### config.mk
export PLATFORM = sky130hd
export DESIGN_NAME = memory_arbiter
export DESIGN_NICKNAME = d
export VERILOG_FILES = /design/src/rtl/memory_arbiter_pkg.sv /design/src/rtl/memory_arbiter_rr_picker.sv /design/src/rtl/memory_arbiter.sv
export SDC_FILE = /design/constraint.sdc
export NUM_CORES = 1
export LEC_CHECK = 0
export ABC_AREA = 1
export CAP_MARGIN = 20
export CORE_MARGIN = 3
export CORE_UTILIZATION = 24
export DETAILED_ROUTE_END_ITERATION = 7
export HOLD_SLACK_MARGIN = 0.03
export PLACE_DENSITY_LB_ADDON = 0.3
export SYNTH_ARGS = -nofsm -noshare
export SYNTH_HDL_FRONTEND = slang
export SYNTH_SLANG_ARGS = --single-unit
export TNS_END_PERCENT = 10
### constraint.sdc
create_clock -name i_clk -period 2.1 [get_ports i_clk]
set_clock_uncertainty 0.2 [all_clocks]
set_input_delay 0.42 -clock i_clk [delete_from_list [all_inputs] [get_ports i_clk]]
set_output_delay 0.42 -clock i_clk [all_outputs]
set_load 0.03 [all_outputs]
### src/rtl/memory_arbiter_pkg.sv
// Shared types and helpers for memory_arbiter: FSM state encoding and one-hot/index conversion.
package mem_arb_pkg;

  typedef enum logic {
    IDLE  = 1'b0,
    OWNED = 1'b1
  } arb_state_e;

  // Helpers are sized for the largest supported requester count.
  localparam int unsigned MAX_REQ   = 8;
  localparam int unsigned MAX_REQ_W = 3;

  function automatic logic [MAX_REQ-1:0] idx_to_onehot(input logic [MAX_REQ_W-1:0] idx);
    return MAX_REQ'(1) << idx;
  endfunction

  function automatic logic [MAX_REQ_W-1:0] onehot_to_idx(input logic [MAX_REQ-1:0] oh);
    logic [MAX_REQ_W-1:0] idx;
    idx = '0;
    for (int i = 0; i < MAX_REQ; i++) begin
      if (oh[i]) idx = idx | MAX_REQ_W'(i);
    end
    return idx;
  endfunction

endpackage

### src/rtl/memory_arbiter_rr_picker.sv
// Round-robin picker: rotate requests by the pointer, take the lowest set bit, rotate back.
module rr_picker #(
  parameter int unsigned N = 4,
  parameter int unsigned W = 2
) (
  input  logic [N-1:0] i_req,
  input  logic [W-1:0] i_ptr,
  output logic [N-1:0] o_gnt
);

  logic [2*N-1:0] w_dbl;
  logic [N-1:0]   w_rot;
  logic [N-1:0]   w_rot_gnt;
  logic [2*N-1:0] w_unrot;

  always_comb begin
    w_dbl = {i_req, i_req} >> i_ptr;
    w_rot = w_dbl[N-1:0];
    w_rot_gnt = '0;
    for (int i = N - 1; i >= 0; i--) begin
      if (w_rot[i]) begin
        w_rot_gnt    = '0;
        w_rot_gnt[i] = 1'b1;
      end
    end
    w_unrot = {w_rot_gnt, w_rot_gnt} << i_ptr;
    o_gnt   = w_unrot[2*N-1:N];
  end

endmodule

### src/rtl/memory_arbiter.sv
// Arbitrates N_REQ requesters onto one sync-read RAM with burst locking.
// Define MEM_ARB_RR_EN for round-robin arbitration; default is fixed priority (lowest index).
module memory_arbiter
  import mem_arb_pkg::*;
#(
  parameter int unsigned N_REQ    = 4,
  parameter int unsigned DEPTH    = 8,
  parameter int unsigned BIT_SIZE = 16
) (
  input  logic                      i_clk,
  input  logic                      i_rst_n,
  input  logic [N_REQ-1:0]          i_req_valid,
  input  logic [N_REQ-1:0]          i_req_we,
  input  logic [N_REQ-1:0]          i_req_lock,
  input  logic [N_REQ*DEPTH-1:0]    i_req_addr,
  input  logic [N_REQ*BIT_SIZE-1:0] i_req_wdata,
  output logic [N_REQ-1:0]          o_req_ready,
  output logic [N_REQ-1:0]          o_rsp_valid,
  output logic [BIT_SIZE-1:0]       o_rsp_data,
  output logic                      o_mem_we,
  output logic [DEPTH-1:0]          o_mem_raddr,
  output logic [DEPTH-1:0]          o_mem_waddr,
  output logic [BIT_SIZE-1:0]       o_mem_wdata,
  input  logic [BIT_SIZE-1:0]       i_mem_rdata
);

  localparam int unsigned REQ_W = (N_REQ > 1) ? $clog2(N_REQ) : 1;

  arb_state_e       r_state;
  logic [REQ_W-1:0] r_owner;
  logic [N_REQ-1:0] r_rsp_valid;

  logic [N_REQ-1:0] w_pick;
  logic [N_REQ-1:0] w_owner_oh;
  logic [N_REQ-1:0] w_grant;
  logic [REQ_W-1:0] w_grant_idx;
  logic             w_any;

`ifdef MEM_ARB_RR_EN
  logic [REQ_W-1:0] r_rr_ptr;

  rr_picker #(
    .N (N_REQ),
    .W (REQ_W)
  ) u_rr_picker (
    .i_req (i_req_valid),
    .i_ptr (r_rr_ptr),
    .o_gnt (w_pick)
  );
`else
  always_comb begin
    w_pick = '0;
    for (int i = N_REQ - 1; i >= 0; i--) begin
      if (i_req_valid[i]) begin
        w_pick    = '0;
        w_pick[i] = 1'b1;
      end
    end
  end
`endif

  // Outputs are forced low while reset is asserted, independent of the clock.
  always_comb begin
    w_owner_oh = N_REQ'(idx_to_onehot(MAX_REQ_W'(r_owner)));
    if (!i_rst_n)                w_grant = '0;
    else if (r_state == OWNED)   w_grant = w_owner_oh & i_req_valid;
    else                         w_grant = w_pick;
    w_grant_idx = REQ_W'(onehot_to_idx(MAX_REQ'(w_grant)));
    w_any       = |w_grant;

    o_mem_raddr = '0;
    o_mem_wdata = '0;
    for (int i = 0; i < N_REQ; i++) begin
      if (w_grant[i]) begin
        o_mem_raddr = i_req_addr[i*DEPTH +: DEPTH];
        o_mem_wdata = i_req_wdata[i*BIT_SIZE +: BIT_SIZE];
      end
    end
    o_mem_waddr = o_mem_raddr;
    o_mem_we    = |(w_grant & i_req_we);
    o_req_ready = w_grant;
    o_rsp_valid = r_rsp_valid;
    o_rsp_data  = (|r_rsp_valid) ? i_mem_rdata : '0;
  end

  always_ff @(posedge i_clk or negedge i_rst_n) begin
    if (!i_rst_n) begin
      r_state     <= IDLE;
      r_owner     <= '0;
      r_rsp_valid <= '0;
`ifdef MEM_ARB_RR_EN
      r_rr_ptr    <= '0;
`endif
    end else begin
      r_rsp_valid <= w_grant & ~i_req_we;
      unique case (r_state)
        IDLE: begin
          if (w_any) begin
            if (|(w_grant & i_req_lock)) begin
              r_state <= OWNED;
              r_owner <= w_grant_idx;
            end
`ifdef MEM_ARB_RR_EN
            r_rr_ptr <= (w_grant_idx == REQ_W'(N_REQ - 1)) ? '0 : w_grant_idx + 1'b1;
`endif
          end
        end
        // Dropping lock releases the bus whether or not the owner issued a beat.
        OWNED: begin
          if (!(|(w_owner_oh & i_req_lock))) r_state <= IDLE;
        end
        default: r_state <= IDLE;
      endcase
    end
  end

endmodule
Yosys cells after proc, flatten, opt, wreduce, memory -nomap -nowiden
Index checks and enable logic that the tools add are counted.

operators by class
  multiply operators = 0
  equality and inequality tests = 0
  shift operators = 1
  muxes and demuxes = 22
  div/mod/pow operators = 0
  reduce and logical (&&, ||, !) cells = 6
  add/sub/neg operators = 0
  $lt $le $gt $ge = 0
  bitwise operators = 7

operators with widths
  operator                                          count
  two-way mux 16 bit                                5
  two-way mux 8 bit                                 4
  two-way mux 4 bit                                 6
  AND 4 bit                                         5
  OR reduction 4 bit                                5
  two-way mux 1 bit                                 4
  two-way mux 2 bit                                 2
  NOT 4 bit                                         1
  << shifter 1 x 2 -> 4 bit (first input constant)  1
  AND reduction 3 bit                               1
  case mux 1 bit (2 select lines)                   1
  NOT 1 bit                                         1

word-level totals
  output and inout bits = 57
  bits of input ports = 126
  flip-flop bits (word level) = 7
  memories = 0
  ROM bits = 0
  bits in latches = 0
  bits in writable memories = 0
  logic and storage cells = 39

Longest topological paths before layout
Gate-level depths: netlist (run 1).

  word-level depth = 11
  depth in mapped cells = 9
  mapped depth without buffers = 8

Worst setup path after synthesis (run 1)
Ideal clock, no wire load.

  path kind = flip-flop to output port
  start = register r_state
  end = output o_mem_waddr[1]
  setup slack = -0.150 ns
  buffers on the path = 2
  data arrival time = 1.630 ns
  cell stages (with the launch flop) = 10
  data required time = 1.480 ns
  path through = dfrtp_1 nor2_2 nand3_1 nand2_1 nand2_2 inv_4 buf_6 nand2_1 nand4_1 buf_4

on the way
  elaborated cells between the ends (all ways) = 6
  classes of those cells = mux: 6

RTL lines
  what                      line                   RTL
  start: declaration        memory_arbiter.sv:29   arb_state_e r_state;
  start signal: assignment  memory_arbiter.sv:88   r_state <= IDLE;
  start signal: assignment  memory_arbiter.sv:100  r_state <= OWNED;
  start signal: assignment  memory_arbiter.sv:110  if (!(|(w_owner_oh & i_req_lock))) r_state <= IDLE;
  two-way mux 4 bit         memory_arbiter.sv:66   else if (r_state == OWNED) w_grant = w_owner_oh & i_req_valid;
  two-way mux 4 bit         memory_arbiter.sv:65   if (!i_rst_n) w_grant = '0;
  via o_req_ready[3]        memory_arbiter.sv:17   output logic [N_REQ-1:0] o_req_ready,
  two-way mux 8 bit         memory_arbiter.sv:74   if (w_grant[i]) begin
  end: declaration          memory_arbiter.sv:22   output logic [DEPTH-1:0] o_mem_waddr,

The timed path passes the listed nets, and every way through them passes these cells.

Worst setup path in the final report (run 1)
  start = register r_state
  end = output o_mem_waddr[4]

on the way
  word-level cells in the longest chain between the ends = 6

RTL lines
  what                             line
  two-way mux 4 bit (*)            memory_arbiter.sv:66
  two-way mux 4 bit (*)            memory_arbiter.sv:65
  two-way mux 8 bit (3 in series)  memory_arbiter.sv:74
  two-way mux 8 bit (*)            memory_arbiter.sv:74

Mark *: on every way between the ends. The rest lies on a longest branch, timed or not.

==> impl_metrics.tcl, run 1 <==
set metrics [dict create \
    yosysMostFrequentCell "nand2_1" \
    syn_to_final_growth_pct 189 \
    period_share_pct 110 \
    worst_pin_slew_ns 0.319 \
    regArea_sq_um 179 \
    syn_area_sq_mm 0.00126 \
    first_global_vias 2358 \
    netlist_top_cells_area "nand2_1 35%, dfrtp_1 14%, nand4_1 14%, inv_1 7.1%, buf_4 5.9%" \
    drive_above_1_share_pct 29.8 \
    grt_overflow_total 0 \
    drc 0 \
    grt_max_degree 17 \
    clk_pin_slew_ns 0.04 \
    timing.rr.start "r_state" \
    hpwlAfterDp_mm 5.53 \
    run_status "finished with violations" \
    wire_per_inst_microns 14.4 \
    ff2ff_setup_slack_ns 0.39 \
    vias 2392 \
    path_delay_family "buffers and inverters" \
    synth_cells 240 \
    pre_cts_ws_ns -0.399 \
    internal_power_uw 935 \
    clkLatencyLatePin_ns 0.23 \
    slew_headroom_pct 78.6 \
    crit_fanout 7 \
    power_frac_comb_pct 75.5 \
    n_antenna_cell 0 \
    switching_share_pct 43.2 \
    avgViaCountPerCell 4.69 \
    hp-class "input port to asynchronous set/reset pin" \
    max-cap-violations 0 \
    fillerInstances 365 \
    synth_top_area_share_pct 34.8 \
    post_synth.cell_area_avg_sq_um 5.26 \
    vdd_drop_max_mv 0.232 \
    arrival_ns 1.70 \
    setup_tns_ns -5.91 \
    cts_sinks 7 \
    hold_ws_ns 0.171 \
    port-buffer-count 182 \
    p_per_area_mw_per_mm2 451 \
    ys_types 18 \
    violations "negative setup slack" \
    yosysTopAreaCell "nand2_1" \
    rows 25 \
    htree_levels 1 \
    async_flop_share_pct 100 \
    post-route-cell-area_sq_mm 0.00365 \
    cpPeakStageDelay_ns 0.45 \
    startpoint_type "flop" \
    layout_setup_ws_ns -0.220 \
    rsz0062_at_grt "true" \
    grt_use_total_pct 21.8 \
    grt_antenna_before_repair 0 \
    synth_flop_cell "dfrtp_1" \
    grt_pass1_wl_mm 11.0 \
    clock_path_buffers 2 \
    nets 570 \
    dieHeight_microns 78.5 \
    cts_tree "yes" \
    reg2reg_to "r_owner[1]" \
    cellLeakagePower_uw 0.00175 \
    yosysWarnings 0 \
    placedInstanceArea_sq_mm 0.00312 \
    synth_edf_count 0 \
    r2r_cells 10 \
    initial_core_util_pct 25.7 \
    pwr-share-seq_pct 12.9 \
    total_power_uw 1650 \
    end_kind "primary output" \
    wl_mm 7.33 \
    multiInputGateArea_sq_um 952 \
    cp_num_buf_inv 5 \
    drt_pre_antenna_iters 6 \
    drtIter0Drc 89 \
    max_freq_mhz 431 \
    core_area_sq_mm 0.00491 \
    dieArea_sq_mm 0.00617 \
    finalSetupViolations 34 \
    critPathRequiredTime_ns 1.48 \
    yosys-top-cells-count "117 x nand2_1, 28 x nand4_1, 24 x inv_1, 19 x nor2_1, 13 x nand3_1" \
    cts_made_buffers 3 \
    routabilityCongestion 0.908 \
    cp_cell_sequence "nor2_4 -> buf_6 -> inv_2 -> nand2_4 -> nand2_4 -> inv_8 -> buf_12 -> nand2_2 -> nand4_1 -> buf_6" \
    die_w_microns 78.5 \
    fin_crit_ns 2.32 \
    yosysSeqAreaShare_pct 13.9 \
    criticalPathCategory "flop to primary output" \
    drtAntennaViolNets 0 \
    finalHoldViolations 0 \
    synth_nets 366 \
    drv_slew 0 \
    clock_power_share_pct 11.6 \
    switching_power_uw 712 \
    crit_slowest_cell "dfrtp_2" \
    ys_seq_elements 7 \
    io_pins 183 \
    cts-root-buf "clkbuf_8" \
]
## per-stage QoR
step | std cells | utilization, %
finish | 510 | 74.3
detailed placement | 488 | 63.5
global placement | 488 | 63.5
CTS | 506 | 71.4
global route | 510 | 74.3
floorplan | 240 | -
## per-layer routing
metal  global-route usage [%]  vias up  share of wire [%]
met3                     3.33       22                8.1
met4                     6.47        0                3.3
li1                         -     1158                  -
met2                     42.6      145                 53
met5                        0        -                  0
met1                     23.6     1067                 35
## worst max-delay path by stage
stage / end / from / cells after the start / slack, ns
2_1_floorplan: o_mem_waddr[1] / r_state / 9 / -0.13
3_3_place_gp: o_mem_raddr[7] / i_req_valid[0] / 9 / -0.37
3_5_place_dp: o_mem_waddr[2] / i_req_valid[0] / 10 / -0.40
4_1_cts: o_mem_raddr[0] / r_state / 9 / -0.19
5_1_grt: o_mem_waddr[4] / r_state / 10 / -0.31
6_report: o_mem_waddr[4] / r_state / 10 / -0.22
## cell usage in the layout, fill, tap and decap left out, types with 2 or more instances in the layout
| master | count |
|---|---|
| clkbuf_8 | 3 |
| nand2_4 | 8 |
| nand2_2 | 14 |
| inv_8 | 3 |
| nand3_1 | 10 |
| nor2_1 | 19 |
| nand4_1 | 28 |
| inv_2 | 5 |
| nand2_1 | 99 |
| buf_12 | 8 |
| dfrtp_1 | 4 |
| nor2_4 | 2 |
| dfrtp_2 | 3 |
| buf_16 | 3 |
| dlygate4sd2_1 | 3 |
| nand3_2 | 3 |
| inv_1 | 21 |
| buf_6 | 41 |
| buf_4 | 34 |
| clkdlybuf4s50_1 | 124 |
## logic make-up (layout without fill, tap and decap cells)
kind of cell,Yosys count,after routing,share of synthesized area (%)
buffers and inverters,46,249,19.9
AND/OR/NAND/NOR,185,185,64.9
flip-flops,7,7,13.9
AO/OA/AOI/OAI,2,2,1.29
## area by class of cell
cell class / count / share of cell area (%)
timing repair buffer: 216 / 61.9
multi-input combinational: 187 / 26.1
sequential: 7 / 4.90
inverter: 29 / 3.60
tap: 67 / 2.30
clock buffer: 4 / 1.23
## state kept, by name, summed over array words and instances, names as in the netlist
register and cells:
o_rsp_valid 4, r_owner 2, r_state 1
## what timing repair did
item / in CTS / in global routing
pin swaps: 30 / 19
gates cloned: 3 / 0
hold buffers: 0 / 0
resized for setup: 62 / 37
setup buffers: 11 / 4
setup endpoints to repair: 37 / 40
## power by group through the flow
stage | logic (uW) | clock network, uW | registers (uW)
after floorplan | 508 | 0 | 192
after global placement | 995 | 0 | 196
after detailed placement | 1010 | 0 | 194
after CTS | 1170 | 196 | 204
after global routing | 1310 | 204 | 215
final | 1240 | 191 | 213
No activity file was read; power rests on OpenSTA's default activity.
==> inputs of run 2 (changes only) <==
- CORE_MARGIN: 3 -> 2
- CTS_BUF_LIST: unset -> sky130_fd_sc_hd__clkbuf_2
==> impl_metrics.tcl, run 2 (synthesized netlist as in run 1, its figures left out) <==
set metrics [dict create \
    run_status "finished with violations" \
    violations "negative setup slack" \
    finalSetupViolations 34 \
    clk_pin_slew_ns 0.07 \
    vdd_drop_max_mv 0.217 \
    grt_max_degree 27 \
    crit_slowest_cell "dlygate4sd2_1" \
    pre_cts_ws_ns -0.408 \
    wire_per_inst_microns 12.7 \
    crit_path_frequent_cell "nand2_1" \
    grt_use_total_pct 19.1 \
    period_share_pct 110 \
    finalHoldViolations 0 \
    setup_tns_ns -5.56 \
    ctsHoldBuffers 0 \
    pwr-share-seq_pct 14.6 \
    slew_headroom_pct 78.8 \
    io_pins 183 \
    fin_crit_ns 2.31 \
    mostFrequentLayoutCell "clkdlybuf4s50_1" \
    drv_slew 0 \
    nets 559 \
    cts_sinks 7 \
    internal_power_uw 761 \
    dieArea_sq_mm 0.00586 \
    avgViaCountPerCell 4.54 \
    r2r_cells 9 \
    first_global_vias 2154 \
    vias 2280 \
    rsz0062_at_grt "true" \
    die_w_microns 76.5 \
    grt_antenna_before_repair 0 \
    p_per_area_mw_per_mm2 410 \
    criticalPathCategory "input port to primary output" \
    initial_core_util_pct 24.7 \
    cp.depth 10 \
    cts-root-buf "clkbuf_2" \
    grt_pass1_wl_mm 9.40 \
    dp.cells 489 \
    max-cap-violations 0 \
    grt_overflow_total 0 \
    routabilityCongestion 0.989 \
    htree_levels 1 \
    cp_num_buf_inv 4 \
    path_delay_family "buffers and inverters" \
    hp-class "input port to asynchronous set/reset pin" \
    startpoint_type "input port" \
    final_cell_mix "124 x clkdlybuf4s50_1, 113 x nand2_1, 37 x buf_4, 30 x buf_6, 28 x nand4_1" \
    clkLatencyLatePin_ns 0.23 \
    syn_to_final_growth_pct 168 \
    drtIter0Drc 63 \
    drc 0 \
    clock_power_share_pct 7.0 \
    finalNonFillerCells 502 \
    dieHeight_microns 76.5 \
    cp_cell_sequence "dlygate4sd2_1 -> nor2_4 -> nand2_1 -> nand2_2 -> nand2_4 -> clkinv_4 -> buf_12 -> nand2_1 -> nand4_1 -> buf_6" \
    crit_fanout 6 \
    cts_made_buffers 3 \
    worst_pin_slew_ns 0.317 \
    max_freq_mhz 434 \
    cpPeakStageDelay_ns 0.28 \
    largest_reg_flops 4 \
    cts_tree "yes" \
    drt_pre_antenna_iters 4 \
    rows 26 \
    switching_power_uw 628 \
    n_antenna_cell 0 \
    final_util_pct 66.3 \
    core_area_sq_mm 0.00511 \
    clock_path_buffers 2 \
    port-buffer-count 182 \
    end_kind "primary output" \
    total_power_uw 1390 \
    hpwlAfterDp_mm 5.01 \
    layout_setup_ws_ns -0.206 \
    arrival_ns 1.69 \
    drive_above_1_share_pct 24.3 \
    drtAntennaViolNets 0 \
    cellLeakagePower_uw 0.00161 \
    switching_share_pct 45.2 \
    critPathRequiredTime_ns 1.48 \
    power_frac_comb_pct 78.4 \
    wl_mm 6.36 \
]
## run 2: cell types whose count changed in the layout (fill, tap and decap cells not counted), sizes merged
| cell | before | now |
|---|---|---|
| inv | 29 | 27 |
| clkinv | 0 | 2 |
| clkdlybuf4s15 | 0 | 1 |
| buf | 87 | 72 |
| clkbuf | 5 | 8 |
## run 2: cell type report
cell class	count	area [sq um]
Timing Repair Buffer	205	2110
Fill cell	464	1720
Multi-Input combinational cell	187	870
Sequential cell	7	179
Inverter	29	126
Tap cell	70	87.6
Clock buffer	4	20.0
## run 2: path summary, 6_finish.rpt
| kind | startpoint | endpoint | slack, ns |
|---|---|---|---|
| max | i_req_valid[0] | o_mem_waddr[4] | -0.21 |
| min | i_rst_n | r_state | 0.11 |
| max reg2reg | r_state | r_owner[1] | 0.47 |
| min reg2reg | r_owner[0] | r_owner[0] | 0.39 |
| max in group asynchronous | i_rst_n | r_owner[1] | 1.48 |
| min in group i_clk | r_owner[0] | r_owner[0] | 0.39 |
## run 2: metal layers
metal | track usage (%) | vias up | wire (microns)
met1 | 19.3 | 999 | 2300
met5 | 0 | - | 0
met4 | 5.27 | 0 | 104
met3 | 6.04 | 10 | 567
met2 | 37.3 | 130 | 3390
li1 | - | 1141 | -
## run 2: per-stage QoR
step / hold slack [ns] / area [sq um]
final: 0.113 / 3390
after detailed placement: 0.388 / 3070
after floorplan: -0.0756 / 1290
after global routing: 0.142 / 3390
after CTS: 0.147 / 3200
after global placement: 0.388 / 3070
## run 2: what timing repair did
item	4_1_cts	5_1_grt
pin swaps	8	9
resized for setup	30	25
hold endpoints to repair	0	0
buffers inserted	2	3
setup endpoints to repair	37	41
gates cloned	0	4
## run 2: power by group through the flow
stage               registers [uW]  clock network, uW  logic (uW)
global route                   205                115        1150
detailed placement             195                  0         961
floorplan                      192                  0         508
global placement               194                  0         953
finish                         203               97.8        1090
CTS                            194               98.9        1020
==> RTL change, RTL diff (config.mk and constraints of run 2) <==
Set the parameter `N_REQ` to 2 (it was 4).
--- a/src/rtl/memory_arbiter.sv
+++ b/src/rtl/memory_arbiter.sv
@@ -3,7 +3,7 @@
 module memory_arbiter
   import mem_arb_pkg::*;
 #(
-  parameter int unsigned N_REQ    = 4,
+  parameter int unsigned N_REQ    = 2,
   parameter int unsigned DEPTH    = 8,
   parameter int unsigned BIT_SIZE = 16
 ) (
Interface: changed (7 resized); port bits go from 183 to 125. No check against the original RTL was run, so the function may have changed too.
==> RTL change against run 2 <==
  * Clock power is 31% lower
  * Wire length decreased by 44%
  * Synthesized area decreased by 40%
  * Sequential cell count decreased by 3
  * Cell count down 35%
  * Critical endpoint is now o_mem_wdata[8]
  * Sequential share of layout area is 0.82 points lower
  * Non-clock buffer count fell by 61
  * Total power shrank 49%
  * Sequential power decreased by 53%
  * Combinational power down 50%
  * Die area decreased by 38%
  * Final area down 32%
  * Worst setup slack improved by 0.22 ns
==> RTL change: results (changes against run 2) <==
Reg2Reg Setup Slack 0.62 ns (was 0.47 ns); nonclk buf count 144 (was 205); CP max-delay cell dfrtp_2 (was dlygate4sd2_1); status complete, no violations (was finished with violations); count of multi-input gates 109 (was 187); distinct cell type count after synthesis 16 (was 18); CLK BUF 3 (was 4); clock network power share 0.096 (was 0.070); FF-to-FF path depth 8 (was 9); vias 1,355 (was 2,280); cell leakage power 1.21 nW (was 1.61 nW); DRT Pass-1 Iters 3 (was 4); crit-path leading delay family flip-flops (was buffers and inverters); placed cell count 310 (was 489); area of the multi-input gates 539 µm² (was 870 µm²); first-pass GRT wire length 5010 µm (was 9400 µm); vias in the first global route 1,255 (was 2,154); placed cell areas 1920 µm² (was 3070 µm²); vias per std cell 4.16 (was 4.54); Clk Latency, worst-skew pair 0.20 ns (was 0.23 ns); Avg Cell Area, Syn 5.18 µm² (was 5.26 µm²); Clock Pin Slew Worst Setup and Hold Paths 0.04 ns (was 0.07 ns); worst slew pin tran 0.329 ns (was 0.317 ns); switching power 0.000292 W (was 0.000628 W); layout cells sized above 1 0.408 (was 0.243); Critical R2R Capture r_owner$_DFFE_PN0P_ (was r_owner[1]$_DFFE_PN0P_); Synth area leaders nand2_1, dfrtp_1, inv_1 (was nand2_1, dfrtp_1, nand4_1); Inverters 22 (was 29); clk buf depth 2 (unchanged); capture point of the worst path o_mem_wdata[8] (was o_mem_waddr[4]); Clock Tree Root clkbuf_2 (unchanged); Die Wd 60.3 µm (was 76.5 µm); VDD IR max 0.000226 V (was 0.000217 V); nets@finish 356 (was 559); H-tree levels 1 (unchanged); Synth Net Count 219 (was 366); post-cts resize count 46 (was 30); sequential power share 0.135 (was 0.146); final instance area 2300 µm² (was 3390 µm²); GRT Overall Usage 0.183 (was 0.191); WL per Instance 10.9 µm (was 12.7 µm); Setup crit start r_state$_DFF_PN0_ (was i_req_valid[0]); CP max stage delay 0.45 ns (was 0.28 ns); Final Wtd Congestion 0.836 (was 0.989); PortBufs 124 (was 182); CP Max Fanout 5 (was 6); largest net degree at the start of global routing 17 (was 27); Seq cells 4 (was 7); setup_tns 0 ns (was -5.56 ns); clk cell area share 0.00653 (was 0.00591); Largest register FFs 2 (was 4); Final HPWL DP 2640 µm (was 5010 µm); Non-clock buffers, area share 0.643 (was 0.621); postcts setup bufs 6 (was 2); Post-synth top cells nand2_1, inv_1, nor2_1 (was nand2_1, nand4_1, inv_1); sequential fraction of the synthesis area 0.132 (was 0.139); Reg area 103 µm² (was 179 µm²); fill count 246 (was 464); 1st-iter DRT viols 33 (was 63)
==> RTL change: per-stage QoR <==
stage / total power, W / hold WS, ns / worst slack (ns)
floorplan: 0.000312 / -0.0756 / 0.0642
global placement: 0.000547 / 0.410 / -0.219
detailed placement: 0.000550 / 0.415 / -0.235
CTS: 0.000688 / 0.0926 / 0.00103
global route: 0.000757 / 0.0427 / -0.0859
finish: 0.000708 / 0.0762 / 0.0177
==> RTL change: metal layers <==
| layer | global-route usage | wire length [µm] | vias up |
|---|---|---|---|
| met5 | 0 | 0 | - |
| li1 | - | - | 690 |
| met2 | 0.370 | 1960 | 89 |
| met1 | 0.165 | 1100 | 570 |
| met3 | 0.0628 | 452 | 6 |
| met4 | 0.0603 | 61 | 0 |
==> RTL change: cells by family after synthesis <==
family,share of synthesized area
and+or+nand+nor,0.561
muxes,0.0132
AOI/OAI and AO/OA,0.0395
DFF,0.132
buffers and inverters,0.255
